`src/rtl/class_pkg.sv`:
```
// Shared word layout, FSM state encoding and word-building helper for the
// class-merge arbiter.
package class_pkg;

   localparam int WORD_W    = 10;
   localparam int VALID_BIT = 9;
   localparam int CLASS_BIT = 8;
   localparam int PAYLOAD_W = 8;
   localparam int CONSEC_W  = 4;

   typedef enum logic [1:0] {
      ST_IDLE = 2'd0,
      ST_C0   = 2'd1,
      ST_C1   = 2'd2
   } arb_state_e;

   // The incoming class bit is discarded; the source port defines the class.
   function automatic logic [WORD_W-1:0] make_word(input logic cls,
                                                   input logic [WORD_W-1:0] word);
      return {1'b1, cls, word[PAYLOAD_W-1:0]};
   endfunction

endpackage

```
`src/rtl/class_arb_fsm.sv`:
```
// Arbitration state machine: tracks the last grant and the run of class-0
// grants taken while class 1 waits, and decides which class wins this cycle.
module class_arb_fsm
   import class_pkg::*;
#(
   parameter int MAX_CONSEC0 = 4
) (
   input  logic clk,
   input  logic reset,
   input  logic load,
   input  logic req0,
   input  logic req1,
   output logic grant0,
   output logic grant1
);

   localparam logic [CONSEC_W-1:0] MAX_C = CONSEC_W'(MAX_CONSEC0);

   arb_state_e          state;
   logic [CONSEC_W-1:0] consec0;
   logic [CONSEC_W-1:0] consec_eff;

   // A class-0 run only exists while the last grant went to class 0.
   always_comb begin
      consec_eff = (state == ST_C0) ? consec0 : '0;
      grant1     = req1 && (!req0 || (consec_eff >= MAX_C));
      grant0     = req0 && !grant1;
   end

   always_ff @(posedge clk or posedge reset) begin
      if (reset) begin
         state   <= ST_IDLE;
         consec0 <= '0;
      end else if (load) begin
         if (grant1) begin
            state   <= ST_C1;
            consec0 <= '0;
         end else if (grant0) begin
            state <= ST_C0;
            if (!req1)
               consec0 <= '0;
            else if (consec_eff < MAX_C)
               consec0 <= consec_eff + 1'b1;
            else
               consec0 <= MAX_C;
         end else begin
            state   <= ST_IDLE;
            consec0 <= '0;
         end
      end
   end

endmodule

```
`src/rtl/mux2a1class_arb.sv`:
```
// Merges the class-0 and class-1 head words into one registered output stream.
// Optional per-class grant counters are built when ARB_STATS_EN is defined.
module mux2a1class_arb
   import class_pkg::*;
#(
   parameter int MAX_CONSEC0 = 4
`ifdef ARB_STATS_EN
   ,
   parameter int CNT_W = 16
`endif
) (
   input  logic              clk,
   input  logic              reset,
   input  logic [WORD_W-1:0] in_class0,
   input  logic [WORD_W-1:0] in_class1,
   output logic              pop_class0,
   output logic              pop_class1,
   input  logic              out_ready,
   output logic [WORD_W-1:0] dataout
`ifdef ARB_STATS_EN
   ,
   output logic [CNT_W-1:0]  grant_cnt0,
   output logic [CNT_W-1:0]  grant_cnt1
`endif
);

   logic load;
   logic grant0;
   logic grant1;

   class_arb_fsm #(
      .MAX_CONSEC0(MAX_CONSEC0)
   ) u_fsm (
      .clk   (clk),
      .reset (reset),
      .load  (load),
      .req0  (in_class0[VALID_BIT]),
      .req1  (in_class1[VALID_BIT]),
      .grant0(grant0),
      .grant1(grant1)
   );

   // Pops are masked by reset so a queue never advances while the slot is cleared.
   always_comb begin
      load       = !dataout[VALID_BIT] || out_ready;
      pop_class0 = load && grant0 && !reset;
      pop_class1 = load && grant1 && !reset;
   end

   always_ff @(posedge clk or posedge reset) begin
      if (reset)
         dataout <= '0;
      else if (load) begin
         if (pop_class1)
            dataout <= make_word(1'b1, in_class1);
         else if (pop_class0)
            dataout <= make_word(1'b0, in_class0);
         else
            dataout <= '0;
      end
   end

`ifdef ARB_STATS_EN
   always_ff @(posedge clk or posedge reset) begin
      if (reset) begin
         grant_cnt0 <= '0;
         grant_cnt1 <= '0;
      end else begin
         if (pop_class0)
            grant_cnt0 <= grant_cnt0 + 1'b1;
         if (pop_class1)
            grant_cnt1 <= grant_cnt1 + 1'b1;
      end
   end
`endif

endmodule

```
`config.mk`:
```
export PLATFORM = sky130hd
export DESIGN_NAME = mux2a1class_arb
export DESIGN_NICKNAME = d
export VERILOG_FILES = /design/src/rtl/class_pkg.sv /design/src/rtl/class_arb_fsm.sv /design/src/rtl/mux2a1class_arb.sv
export SDC_FILE = /design/constraint.sdc
export NUM_CORES = 1
export LEC_CHECK = 0
export ABC_CLOCK_PERIOD_IN_PS = 1400
export BUFFER_PORTS_ARGS = -buffer_cell sky130_fd_sc_hd__buf_2
export CORE_MARGIN = 2
export CORE_UTILIZATION = 40
export DETAILED_ROUTE_END_ITERATION = 10
export PLACE_DENSITY = 0.7
export SYNTH_ARGS = -nofsm -noshare
export SYNTH_HDL_FRONTEND = slang
export SYNTH_SLANG_ARGS = --single-unit
```
`constraint.sdc`:
```
create_clock -name clk -period 1.4 [get_ports clk]
set_input_delay 0.07 -clock clk [delete_from_list [all_inputs] [get_ports clk]]
set_output_delay 0.07 -clock clk [all_outputs]
set_load 0.05 [all_outputs]
```
==> results of run 1 <==
-- state kept, by name, indices dropped and copies added, names as in the netlist --
| signal | cells |
|---|---|
| dataout | 10 |
| u_fsm.state | 2 |
| u_fsm.consec0 | 4 |
-- Yosys cell counts --
master,n
a21o_1,1
a221o_1,8
a22o_1,2
and2_1,9
and2_2,2
and3_4,1
buf_2,1
buf_4,1
buf_6,2
dfrtp_1,16
ha_1,1
inv_1,1
nand2_1,5
nand2b_1,2
nand3b_1,1
nor2_1,3
nor2b_2,2
nor3b_2,1
o21ai_0,2
o21ai_2,1
o31ai_1,1
or3_1,1
-- path summary, 6_finish.rpt --
| check | start | endpoint | slack [ns] | cells past startpoint |
|---|---|---|---|---|
| max | u_fsm.state[1]$_DFFE_PP0N_ | pop_class1 | -0.15 | 5 |
| min | in_class0[4] | dataout[4]$_DFFE_PP0N_ | -0.006 | 2 |
| max reg2reg | u_fsm.consec0[3]$_DFFE_PP0N_ | dataout[1]$_DFFE_PP0N_ | -0.13 | 6 |
| min reg2reg | dataout[8]$_DFFE_PP0N_ | dataout[8]$_DFFE_PP0N_ | 0.49 | 1 |
| max in group asynchronous | reset | dataout[9]$_DFFE_PP0N_ | 0.57 | 3 |
| min in group asynchronous | reset | u_fsm.consec0[3]$_DFFE_PP0N_ | 0.41 | 3 |
-- timing repair --
item | 4_1_cts | 5_1_grt
gates cloned | 0 | 0
setup endpoints to repair | 7 | 14
pin swaps | 9 | 2
hold endpoints to repair | 20 | 4
hold buffers | 5 | 4
setup buffers | 8 | 0
gates resized for setup | 11 | 7
-- cell type report --
cell class | count | area (um2) | area share, %
Multi-Input combinational cell | 43 | 375 | 30.9
Clock buffer | 4 | 36.3 | 2.98
Tap cell | 25 | 31.3 | 2.57
Timing Repair Buffer | 53 | 368 | 30.2
Sequential cell | 16 | 402 | 33.0
Inverter | 1 | 3.75 | 0.309
-- through the flow --
stage / setup TNS [ns] / instance area [um2] / util [%] / worst slack, ns / power (W)
after CTS: -0.784 / 1140 / 65.5 / -0.103 / 0.00116
after global placement: 0 / 952 / 54.6 / 0.0153 / 0.000801
after floorplan: -1.49 / 771 / - / -0.182 / 0.000727
final: -1.26 / 1220 / 69.7 / -0.147 / 0.00118
after detailed placement: -0.00251 / 952 / 54.6 / -0.00251 / 0.000805
after global routing: -1.99 / 1220 / 69.7 / -0.202 / 0.00123
-- where the power goes --
group          total (W)  switching, W  internal [W]
clock           0.000315      0.000156      0.000159
combinational   0.000350      0.000206      0.000144
sequential      0.000518     0.0000198      0.000498
-- critical path: stages (launching register included) --
cell and delay [ns]:
dfrtp_1 0.41, nand2b_4 0.15, o21ai_4 0.13, nor3b_4 0.22, buf_6 0.14, buf_8 0.14
-- logic make-up after synthesis --
| logic type | synth area share (%) |
|---|---|
| AO/OA/AOI/OAI | 17.5 |
| adder cells (fa/ha/maj) | 1.66 |
| buffers and inverters | 5.16 |
| flip-flops | 53.2 |
| AND/OR/NAND/NOR | 22.5 |
-- per-layer routing --
metal / GRT usage [%] / share of wire, % / vias to the layer above
met5: 0 / 0 / -
met4: 8.89 / 1.3 / 0
met3: 7.69 / 4.2 / 4
met2: 28.1 / 52 / 20
met1: 26.1 / 42 / 333
li1: - / - / 335
==> impl_metrics.toml, run 1 <==
[sta]
tightest_slew_ns = 0.603
slew-limit-headroom_pct = 59.8
timing.final.ws_setup_ns = -0.147
final-setup-viol-count = 12
min_period_ns = 1.55
max_freq_mhz = 646
finalHoldViolations = 1
fin_skew_ns = 0.00817
hold_ws_ns = -0.00580
grt_setup_unrepaired = "true"
fin_crit_sh_pct = 111
slew_violations = 0

[placement]
gp_congestion = 0.750
portBuffers = 32
dpl.hpwl_mm = 1.19
dp_cells = 122

[route]
viasPerCell = 4.87
vias = 692
drc_errors = 0
firstDrtPassIters = 4
drtIter0Drc = 25
ant_nets = 0
wl_per_cell_um = 14.2
drt_wl_total_mm = 2.01

[clock_network]
cts_sinks = 16
clkTransAtPathRegs_ns = 0.10
ctsLongestPathBuffers = 2
insertion_delay_ns = 0.30
root_buffer = "clkbuf_4"
cts_tree = "yes"
cts_inserted_buffers = 3
htree_levels = 1

[synth]
synth_seq_area_share_pct = 53.2
synth_warnings = 0
syn_inst = 64
synth_seq_cells = 16
yosysTopAreaCell = "dfrtp_1"
syn_area_um2 = 752
ys_types = 22
synthTopCellsByArea = "dfrtp_1 (53%), a221o_1 (11%), and2_1 (7.5%), buf_6 (3.0%), nand2_1 (2.5%)"
avgSynthCellArea_um2 = 11.7
syn-num-nets = 88
synth_top_area_share_pct = 53.2

[cells_and_area]
fillers = 131
final_nets = 142
layout_commonest_cell = "buf_2"
diodes = 0
fin_cells = 142
syn2layout_area_growth_pct = 61.7
drive_gt1_share_pct = 52.1
final_cell_mix = "buf_2 (30), dfrtp_1 (15), buf_4 (10)"

[global_route]
antenna_found_initial = 0
grt_pass1_vias = 628
grtUsageTotal_pct = 19.7
grt_remaining_overflow = 0
grt_max_degree = 17
grt_pass1_wl_mm = 2.93

[die]
rows = 15
core_area_um2 = 1750
die_h_um = 47.4
io_pins = 35
start_util_pct = 43.1
fp.dieW_um = 47.4
die-area_um2 = 2240

[power_and_ir_drop]
peakVddDrop_mv = 0.783
power_density_nw_per_um2 = 973
leakage_nw = 0.634

[worst_setup_path]
critical_path_class = "reg -> out"
crit_required_ns = 1.33
critPathLaunchType = "flip-flop"
critPathArrivalTime_ns = 1.48
critPathMaxFanout = 3
critPathCaptureType = "primary output"

[run_status]
outcome = "finished with violations"
violations = "hold timing, setup timing"

[hold_path]
min-delay-path-class = "in -> reg"

[flow_run]
maxCapViolCount = 0
Power figures use the tool's default switching activity.
==> inputs of run 2 (changes only) <==
- SYNTH_HIERARCHICAL: unset -> 1
==> impl_metrics.toml, run 2 <==
[run_status]
outcome = "finished with violations"
violations = "setup timing"

[die]
fp.dieW_um = 48.4
io_pins = 35
start_util_pct = 41.4
core_area_um2 = 1900
rows = 16
die-area_um2 = 2340
die_h_um = 48.4

[route]
ant_nets = 0
firstDrtPassIters = 4
vias = 760
drc_errors = 0
drtIter0Drc = 11
viasPerCell = 5.03
drt_wl_total_mm = 2.08
wl_per_cell_um = 13.8

[worst_setup_path]
crit_required_ns = 1.33
rrSetupSlack_ns = -0.23
r2r_cells = 6
critical_path_class = "reg -> out"
rr_startpoint = "u_fsm/consec0[3]$_DFFE_PP0P_"
crit_end = "pop_class0"
crit_start = "u_fsm/consec0[3]$_DFFE_PP0P_"
critPathMaxFanout = 3
critPathArrivalTime_ns = 1.60
critPathCaptureType = "primary output"
reg2reg_to = "dataout[0]$_DFFE_PP0P_"
critPathLaunchType = "flip-flop"

[global_route]
grt_pass1_wl_mm = 3.46
antenna_found_initial = 0
grt_remaining_overflow = 0
grt_max_degree = 12
grtUsageTotal_pct = 19.1
grt_pass1_vias = 790

[sta]
timing.final.ws_setup_ns = -0.269
slew_violations = 0
grt_setup_unrepaired = "true"
max_freq_mhz = 599
slew-limit-headroom_pct = 72.8
tightest_slew_ns = 0.408
fin_skew_ns = 0.000300
finalHoldViolations = 0
final-setup-viol-count = 11
min_period_ns = 1.67
fin_crit_sh_pct = 119

[synth]
yosysTopAreaCell = "dfrtp_1"
async_reset_ff_share_pct = 100
synth_common_cells = "dfrtp_1 (16), a21oi_1 (7)"
synth_top_area_share_pct = 50.8
syn-num-nets = 99
syn_area_um2 = 788
synthTopCellsByArea = "dfrtp_1 (51%), a221o_1 (6.3%), a21oi_1 (4.4%), and3_1 (4.0%), o2bb2ai_1 (3.3%)"
synth_seq_cells = 16
ys_types = 25
synth_warnings = 6
ys.flop_type = "dfrtp_1"
synth_seq_area_share_pct = 50.8
syn_inst = 75
synth-edff-count = 0
yosysMostFrequentCell = "dfrtp_1"
avgSynthCellArea_um2 = 10.5

[power_and_ir_drop]
leakage_nw = 0.650
power_switching_w = 0.000399
p_seq_share_pct = 45.0
pwr-share-clk_pct = 22.5
power_density_nw_per_um2 = 932
combinationalPowerShare_pct = 32.5
switching_share_pct = 34.8
p_int_w = 0.000746
peakVddDrop_mv = 0.755

[clock_network]
insertion_delay_ns = 0.29
ctsLongestPathBuffers = 2
cts_sinks = 16
cts_tree = "yes"
root_buffer = "clkbuf_4"
htree_levels = 1
cts_inserted_buffers = 3
clkTransAtPathRegs_ns = 0.09

[placement]
portBuffers = 32
gp_congestion = 0.724
post_dp_cell_area_um2 = 1060
dpl.hpwl_mm = 1.38
dp_slack_ns = -0.142

[cells_and_area]
syn2layout_area_growth_pct = 55.9
largestRegisters = "dataout x10, u_fsm/consec0 x4, u_fsm/state x2"
diodes = 0
layout_commonest_cell = "buf_2"
final_area_um2 = 1230
final_cell_mix = "buf_2 (30), dfrtp_1 (15), buf_4 (12)"
final_nets = 149
largest_reg_flops = 10
drive_gt1_share_pct = 57.3
regMostFlops = "dataout"

[hold_path]
min-delay-path-class = "in -> reg"

[flow_run]
maxCapViolCount = 0
[run 2: cell types whose count changed in the layout (fill, tap and decap cells not counted), sizes merged, moves of 2 or more]
cell,before,now
a22o,2,0
dlygate4sd3,9,2
o21ai,3,0
a221o,8,5
nand4,0,3
and2,11,2
nor2b,2,5
nor2,3,5
and3,1,5
o2bb2ai,0,3
inv,1,5
a21oi,0,7
[run 2: timing repair]
| item | 4_1_cts | 5_1_grt |
|---|---|---|
| hold endpoints to repair | 16 | 1 |
| gates resized for setup | 11 | 10 |
| pin swaps | 3 | 13 |
| buffers inserted | 5 | 2 |
| setup endpoints to repair | 11 | 14 |
| hold buffers | 1 | 1 |
[run 2: kinds of logic (layout without fill, tap and decap cells)]
kind of cell | count (synthesis) | count (layout) | share of synthesized area, %
AO/OA/AOI/OAI | 19 | 19 | 18.4
AND/OR/NAND/NOR | 31 | 31 | 23.3
buffers and inverters | 7 | 56 | 4.44
multiplexers | 1 | 1 | 1.43
flip-flops | 16 | 16 | 50.8
adder cells (fa/ha/maj) | 1 | 1 | 1.59
[run 2: power groups by stage]
stage               combinational (W)  sequential [W]  clock [W]
finish                       0.000372        0.000515   0.000258
global route                 0.000398        0.000520   0.000287
CTS                          0.000351        0.000514   0.000264
detailed placement           0.000323        0.000523          0
global placement             0.000320        0.000523          0
floorplan                    0.000121        0.000620          0
[run 2: per-stage QoR]
stage	instances	TNS [ns]	power, W	hold slack [ns]	utilization, %
floorplan	75	-0.268	0.000741	-0.139	-
global placement	140	-0.845	0.000842	0.0562	55.5
detailed placement	140	-1.19	0.000846	0.0562	55.5
CTS	150	-1.96	0.00113	0.0100	62.0
global route	151	-2.73	0.00120	0.000725	64.6
finish	151	-1.93	0.00115	0.0103	64.6
[run 2: worst min path at each step]
stage	depth (start not counted)	slack, ns	end	startpoint
floorplan	1	-0.14	u_fsm/consec0[0]$_DFFE_PP0P_	reset
global placement	2	0.06	u_fsm/consec0[0]$_DFFE_PP0P_	reset
detailed placement	2	0.06	u_fsm/consec0[0]$_DFFE_PP0P_	reset
CTS	2	0.01	dataout[7]$_DFFE_PP0P_	in_class0[7]
global route	2	0.0007	dataout[1]$_DFFE_PP0P_	in_class0[1]
finish	2	0.01	dataout[3]$_DFFE_PP0P_	in_class0[3]
[run 2: area by class of cell]
type                       instances  area, um2
multi-input combinational         52        450
sequential                        16        402
timing repair buffer              47        298
fill                             152        673
clock buffer                       4       26.3
inverter                           5       18.8
tap                               27       33.8
[run 2: per-layer routing]
metal / up-vias / part of all wire, % / global-route usage [%] / wire length, um
li1: 368 / - / - / -
met1: 364 / 44 / 22.9 / 922
met2: 24 / 49 / 33.3 / 1030
met3: 4 / 4.5 / 3.70 / 93
met4: 0 / 1.7 / 8.57 / 35
met5: - / 0 / 0 / 0
[run 2: worst max-delay path, stage by stage (launching register included)]
cell and delay [ns]:
dfrtp_1 0.39, or2_4 0.28, a31oi_4 0.15, nand2b_1 0.11, buf_6 0.13, nor2_4 0.09, buf_8 0.15
